==> config.mk <==
export PLATFORM = sky130hd
export DESIGN_NAME = cararrow_sequencer
export DESIGN_NICKNAME = d
export VERILOG_FILES = /design/src/rtl/cararrow_sequencer.sv
export SDC_FILE = /design/constraint.sdc
export NUM_CORES = 1
export LEC_CHECK = 0
export CORE_MARGIN = 2
export CORE_UTILIZATION = 35
export DETAILED_ROUTE_END_ITERATION = 6
export HOLD_SLACK_MARGIN = 0.12
export PLACE_DENSITY = 0.64
export SKIP_LAST_GASP = 1
export SYNTH_ARGS = -nofsm -noshare
export SYNTH_HDL_FRONTEND = slang
export SYNTH_SLANG_ARGS = --single-unit
export TNS_END_PERCENT = 1
==> constraint.sdc <==
create_clock -name clk_in -period 2.5 [get_ports clk_in]
set_clock_uncertainty 0.15 [all_clocks]
set_input_delay 0.25 -clock clk_in [delete_from_list [all_inputs] [get_ports clk_in]]
set_output_delay 0.25 -clock clk_in [all_outputs]
set_load 0.01 [all_outputs]
==> src/rtl/cararrow_sequencer.sv <==
`timescale 1ns/1ps
// -----------------------------------------------------------------------------
// cararrow_sequencer
//
// Turns the slow square wave from the 1 Hz divider into single-cycle step ticks.
// On each tick it advances a Thunderbird-style turn-signal sequencer that drives
// six arrow lamps, three on the left and three on the right. Everything runs on
// the fast board clock clk_in. The step clock and the three switches arrive
// asynchronously, so each one is synchronised into clk_in first.
//
// Ports:
//   clk_in     in   board clock (50 MHz)
//   rst        in   asynchronous, active-low reset
//   step_clk   in   divided clock; each rising edge advances the sequence one step
//   left       in   left-turn switch (level)
//   right      in   right-turn switch (level)
//   hazard     in   hazard switch (level)
//   lights_l   out  left lamps;  bit0 innermost, bit2 outermost
//   lights_r   out  right lamps; bit0 innermost, bit2 outermost
//   state_dbg  out  current FSM state code
//   busy       out  high whenever the FSM is not in IDLE
//
// SYNC_STAGES sets the synchroniser depth. Legal values are 2..4.
// -----------------------------------------------------------------------------
//  state | meaning
//  IDLE  | all lamps dark, waiting for a request on a tick
//  L1    | left sweep, inner lamp lit
//  L2    | left sweep, inner two lamps lit
//  L3    | left sweep, all three lamps lit
//  R1    | right sweep, inner lamp lit
//  R2    | right sweep, inner two lamps lit
//  R3    | right sweep, all three lamps lit
//  HAZ   | all six lamps lit; returns to IDLE on the next tick
// -----------------------------------------------------------------------------
module cararrow_sequencer #(
  parameter int SYNC_STAGES = 2
) (
  input  logic       clk_in,
  input  logic       rst,
  input  logic       step_clk,
  input  logic       left,
  input  logic       right,
  input  logic       hazard,
  output logic [2:0] lights_l,
  output logic [2:0] lights_r,
  output logic [2:0] state_dbg,
  output logic       busy
);

  typedef enum logic [2:0] {
    ST_IDLE = 3'd0,
    ST_L1   = 3'd1,
    ST_L2   = 3'd2,
    ST_L3   = 3'd3,
    ST_R1   = 3'd4,
    ST_R2   = 3'd5,
    ST_R3   = 3'd6,
    ST_HAZ  = 3'd7
  } state_e;

  // Synchronisers. Bit 0 of each chain is the first flop; the top bit is
  // the value that the rest of the logic uses.
  logic [SYNC_STAGES-1:0] sync_step_q;
  logic [SYNC_STAGES-1:0] sync_l_q;
  logic [SYNC_STAGES-1:0] sync_r_q;
  logic [SYNC_STAGES-1:0] sync_h_q;
  logic                   p_step_q;

  logic s_step;
  logic tick;
  logic req_l;
  logic req_r;
  logic req_h;

  state_e state_q;
  state_e state_d;

  always_ff @(posedge clk_in or negedge rst) begin
    if (!rst) begin
      sync_step_q <= '0;
      sync_l_q    <= '0;
      sync_r_q    <= '0;
      sync_h_q    <= '0;
      p_step_q    <= 1'b0;
    end else begin
      sync_step_q <= {sync_step_q[SYNC_STAGES-2:0], step_clk};
      sync_l_q    <= {sync_l_q[SYNC_STAGES-2:0], left};
      sync_r_q    <= {sync_r_q[SYNC_STAGES-2:0], right};
      sync_h_q    <= {sync_h_q[SYNC_STAGES-2:0], hazard};
      p_step_q    <= s_step;
    end
  end

  assign s_step = sync_step_q[SYNC_STAGES-1];
  assign req_l  = sync_l_q[SYNC_STAGES-1];
  assign req_r  = sync_r_q[SYNC_STAGES-1];
  assign req_h  = sync_h_q[SYNC_STAGES-1];

  // Rising-edge detect on the synchronised step clock. The history flop is
  // cleared by reset, so a step clock that is already high at reset release
  // produces one tick.
  assign tick = s_step & ~p_step_q;

  always_ff @(posedge clk_in or negedge rst) begin
    if (!rst) begin
      state_q <= ST_IDLE;
    end else begin
      state_q <= state_d;
    end
  end

  always_comb begin
    state_d = state_q;
    if (tick) begin
      case (state_q)
        ST_IDLE: begin
          // A request for both sides at once is treated as a hazard request.
          if (req_h || (req_l && req_r)) state_d = ST_HAZ;
          else if (req_l)                state_d = ST_L1;
          else if (req_r)                state_d = ST_R1;
          else                           state_d = ST_IDLE;
        end
        // Once a sweep has started it always finishes, even if its switch
        // drops. Only hazard can cut it short.
        ST_L1:   state_d = req_h ? ST_HAZ : ST_L2;
        ST_L2:   state_d = req_h ? ST_HAZ : ST_L3;
        ST_L3:   state_d = req_h ? ST_HAZ : ST_IDLE;
        ST_R1:   state_d = req_h ? ST_HAZ : ST_R2;
        ST_R2:   state_d = req_h ? ST_HAZ : ST_R3;
        ST_R3:   state_d = req_h ? ST_HAZ : ST_IDLE;
        // Passing through IDLE gives the hazard blink its off step.
        ST_HAZ:  state_d = ST_IDLE;
        default: state_d = ST_IDLE;
      endcase
    end
  end

  // Moore decode taken straight from the state register, with no extra stage.
  always_comb begin
    lights_l = 3'b000;
    lights_r = 3'b000;
    case (state_q)
      ST_L1:   lights_l = 3'b001;
      ST_L2:   lights_l = 3'b011;
      ST_L3:   lights_l = 3'b111;
      ST_R1:   lights_r = 3'b001;
      ST_R2:   lights_r = 3'b011;
      ST_R3:   lights_r = 3'b111;
      ST_HAZ: begin
        lights_l = 3'b111;
        lights_r = 3'b111;
      end
      default: begin
        lights_l = 3'b000;
        lights_r = 3'b000;
      end
    endcase
  end

  assign state_dbg = state_q;
  assign busy      = (state_q != ST_IDLE);

endmodule

==> flow_summary.json, run 1 <==
{
  "p_per_area_nw_per_um2": 1090,
  "cp_max_fo": 11,
  "track_usage_pct": 10.3,
  "die-area_um2": 1710,
  "finalCritPeriodShare_pct": 86.0,
  "gp_congestion": 0.682,
  "path_class": "reg -> out",
  "ys_warn_count": 0,
  "avgSynthCellArea_um2": 11.6,
  "post-cts-setup-buffers": 0,
  "max_stage_delay_ns": 0.53,
  "crit_end": "lights_l[0]",
  "ir_drop_mv": 0.481,
  "postSynthNetCount": 48,
  "clockBufferDepth": 2,
  "cp_cell_sequence": "inv_1 -> a21boi_0 -> a21o_1 -> clkdlybuf4s50_1",
  "synth_seq_cells": 12,
  "slowest_stage": "dfrtp_1",
  "cap_violations": 0,
  "synth_flop_cell": "dfrtp_1",
  "wl_um": 712,
  "critPathLaunch": "state_dbg[0]",
  "p_leak_nw": 0.284,
  "place_area_um2": 631,
  "wl_per_cell_um": 9.89,
  "antenna_cells": 0,
  "status": "completed",
  "cts_made_buffers": 3,
  "area_growth_pct": 33.8,
  "critPathTopFamily": "buffers and inverters",
  "layout.nets": 65,
  "async_reset_ff_share_pct": 100,
  "grt_pass1_vias": 259,
  "worst_r2r_startpoint": "state_dbg[1]",
  "portBuffers": 15,
  "clkTransAtPathRegs_ns": 0.06,
  "dr.pass1.iters": 2,
  "final_antenna_net_count": 0,
  "r2r-end": "state_dbg[0]",
  "clkLatencyLatePin_ns": 0.26,
  "grt_remaining_overflow": 0,
  "synth.distinct_cells": 23,
  "rows": 13,
  "cts_hold_buf": 0,
  "tightest_slew_ns": 0.506,
  "grt_pass1_wl_mm": 1.04,
  "drt_iter0_markers": 5,
  "syn-instance-count": 42,
  "layout.area.seq_um2": 300,
  "grt_antenna_before_repair": 0,
  "final_area_um2": 653,
  "root_buffer": "clkbuf_4",
  "cp.buffers_inverters": 2,
  "die_w_um": 41.3,
  "r2r_cells": 3,
  "routed_via_density": 4.86,
  "grt_max_degree": 13,
  "die_y_um": 41.3,
  "initial_core_util_pct": 37.5,
  "drv_slew": 0,
  "multiInputGateArea_um2": 150,
  "ys_seq_area_share_pct": 61.5,
  "worst_slew_margin_rel_pct": 66.2,
  "fin_tns_setup_ns": 0,
  "critPathRequiredTime_ns": 2.10,
  "start_kind": "flop",
  "setup_viol": 0,
  "r2r_setup_slack_ns": 0.96,
  "crit_arrival_ns": 1.75,
  "drc_errors": 0,
  "cp_num_cells": 4,
  "ctsResizeCount": 0,
  "rsz0062_at_grt": "false",
  "vias": 350,
  "syn_area_um2": 488,
  "hold_path.class": "in -> async",
  "finalCriticalPeriod_ns": 2.15,
  "end_kind": "primary output",
  "hpwl_um": 524,
  "core_area_um2": 1300,
  "fillers": 133,
  "clock.fmax_mhz": 465,
  "ios": 16,
  "final-hold-violation-count": 0,
  "clkSinkCount": 12,
  "synth_edf_count": 0,
  "cts_htree_levels": 1,
  "cts_tree": "yes",
  "drive_above_1_share_pct": 7.02
}
[synthesized netlist by cell type, drive strengths merged, types with 2 or more instances]
cell | n | area share [%]
nor2 | 4 | 3.1
nand2 | 2 | 1.5
and2 | 2 | 2.8
dfrtp | 12 | 62
inv | 3 | 2.3
a31oi | 2 | 2.6
a21oi | 2 | 2.1
buf | 2 | 3.3
[registers in the layout (all words and copies together), names as in the netlist]
name / flops
state_dbg: 3
sync_h_q: 2
sync_l_q: 2
sync_r_q: 2
sync_step_q: 2
p_step_q: 1
[how the worst min path moves through the flow]
| stage | from | to | slack, ns | depth (start not counted) |
|---|---|---|---|---|
| 2_1_floorplan | rst | p_step_q | -0.20 | 0 |
| 3_3_place_gp | sync_h_q[0] | sync_h_q[1] | 0.18 | 0 |
| 3_5_place_dp | sync_h_q[0] | sync_h_q[1] | 0.19 | 0 |
| 4_1_cts | rst | state_dbg[2] | 0.19 | 1 |
| 5_1_grt | rst | sync_l_q[0] | 0.21 | 1 |
| 6_report | rst | sync_l_q[1] | 0.18 | 1 |
[power by group]
part	switching (W)	internal (W)	leakage, nW
Sequential	0.0000608	0.000223	0.138
Clock	0.0000507	0.0000554	0.0138
Combinational	0.000122	0.000201	0.132
Total	0.000233	0.000480	0.284
[area by class of cell]
cell class                      count  area share, %
Sequential cell                    12           46.0
Multi-Input combinational cell     24           23.0
Timing Repair Buffer               15           23.0
Clock buffer                        3           3.45
Tap cell                           15           2.87
Inverter                            3           1.72
[kinds of logic after synthesis]
kind of cell | share of synthesized area [%]
simple gates | 14.1
fa+ha+maj | 2.05
compound gates | 12.6
buf+inv | 7.69
flops | 61.5
mux | 2.05
[per-stage QoR]
| stage | std cells | setup WS, ns | hold WS [ns] | utilization (%) | total power (W) |
|---|---|---|---|---|---|
| finish | 72 | 0.351 | 0.181 | 50.2 | 0.000713 |
| global route | 72 | 0.253 | 0.208 | 50.2 | 0.000768 |
| CTS | 72 | 0.340 | 0.194 | 50.2 | 0.000724 |
| detailed placement | 69 | 0.635 | 0.186 | 48.5 | 0.000613 |
| global placement | 69 | 0.667 | 0.182 | 48.5 | 0.000611 |
| floorplan | 42 | 0.953 | -0.196 | - | 0.000452 |
[layout by cell type, fill, tap and decap left out]
cell	Yosys	routed
clkdlybuf4s50_1	0	15
dfrtp_1	12	12
nor2_1	4	4
inv_1	3	3
clkbuf_4	0	3
nand2_1	2	2
a31oi_1	2	2
a21oi_1	2	2
and2_1	1	1
a21boi_0	1	1
a21o_1	1	1
and2_2	1	1
nor2b_1	1	1
nand2b_1	1	1
o22ai_1	1	1
maj3_1	1	1
nand3b_1	1	1
nor3_1	1	1
o2bb2ai_1	1	1
mux2i_1	1	1
or4_1	1	1
a221oi_1	1	1
[worst reg2reg max path, cell delays in order, from the launching register on]
cell	delay [ns]
dfrtp_1	0.47
or4_1	0.55
a21oi_1	0.16
a221oi_1	0.07
[layer usage]
metal	routed length (um)	up-vias	global-route usage, %	part of all wire (%)
met5	0	-	0	0
met1	317	160	12.1	45
met4	8	0	9.68	1.1
met2	324	15	14.8	46
li1	-	173	-	-
met3	60	2	3.19	8.4
(Power assumes the default switching activity.)
==> inputs of run 2 (changes only) <==
Settings changed: CTS_CLUSTER_DIAMETER set to 120.
==> results of run 2 <==
No change in the layout: final DEF, timing and power equal those of run 1.
==> inputs of run 3 (changes only) <==
Settings changed: GPL_ROUTABILITY_DRIVEN set to 0.
==> results of run 3 <==
No change in the layout: final DEF, timing and power equal those of run 1.
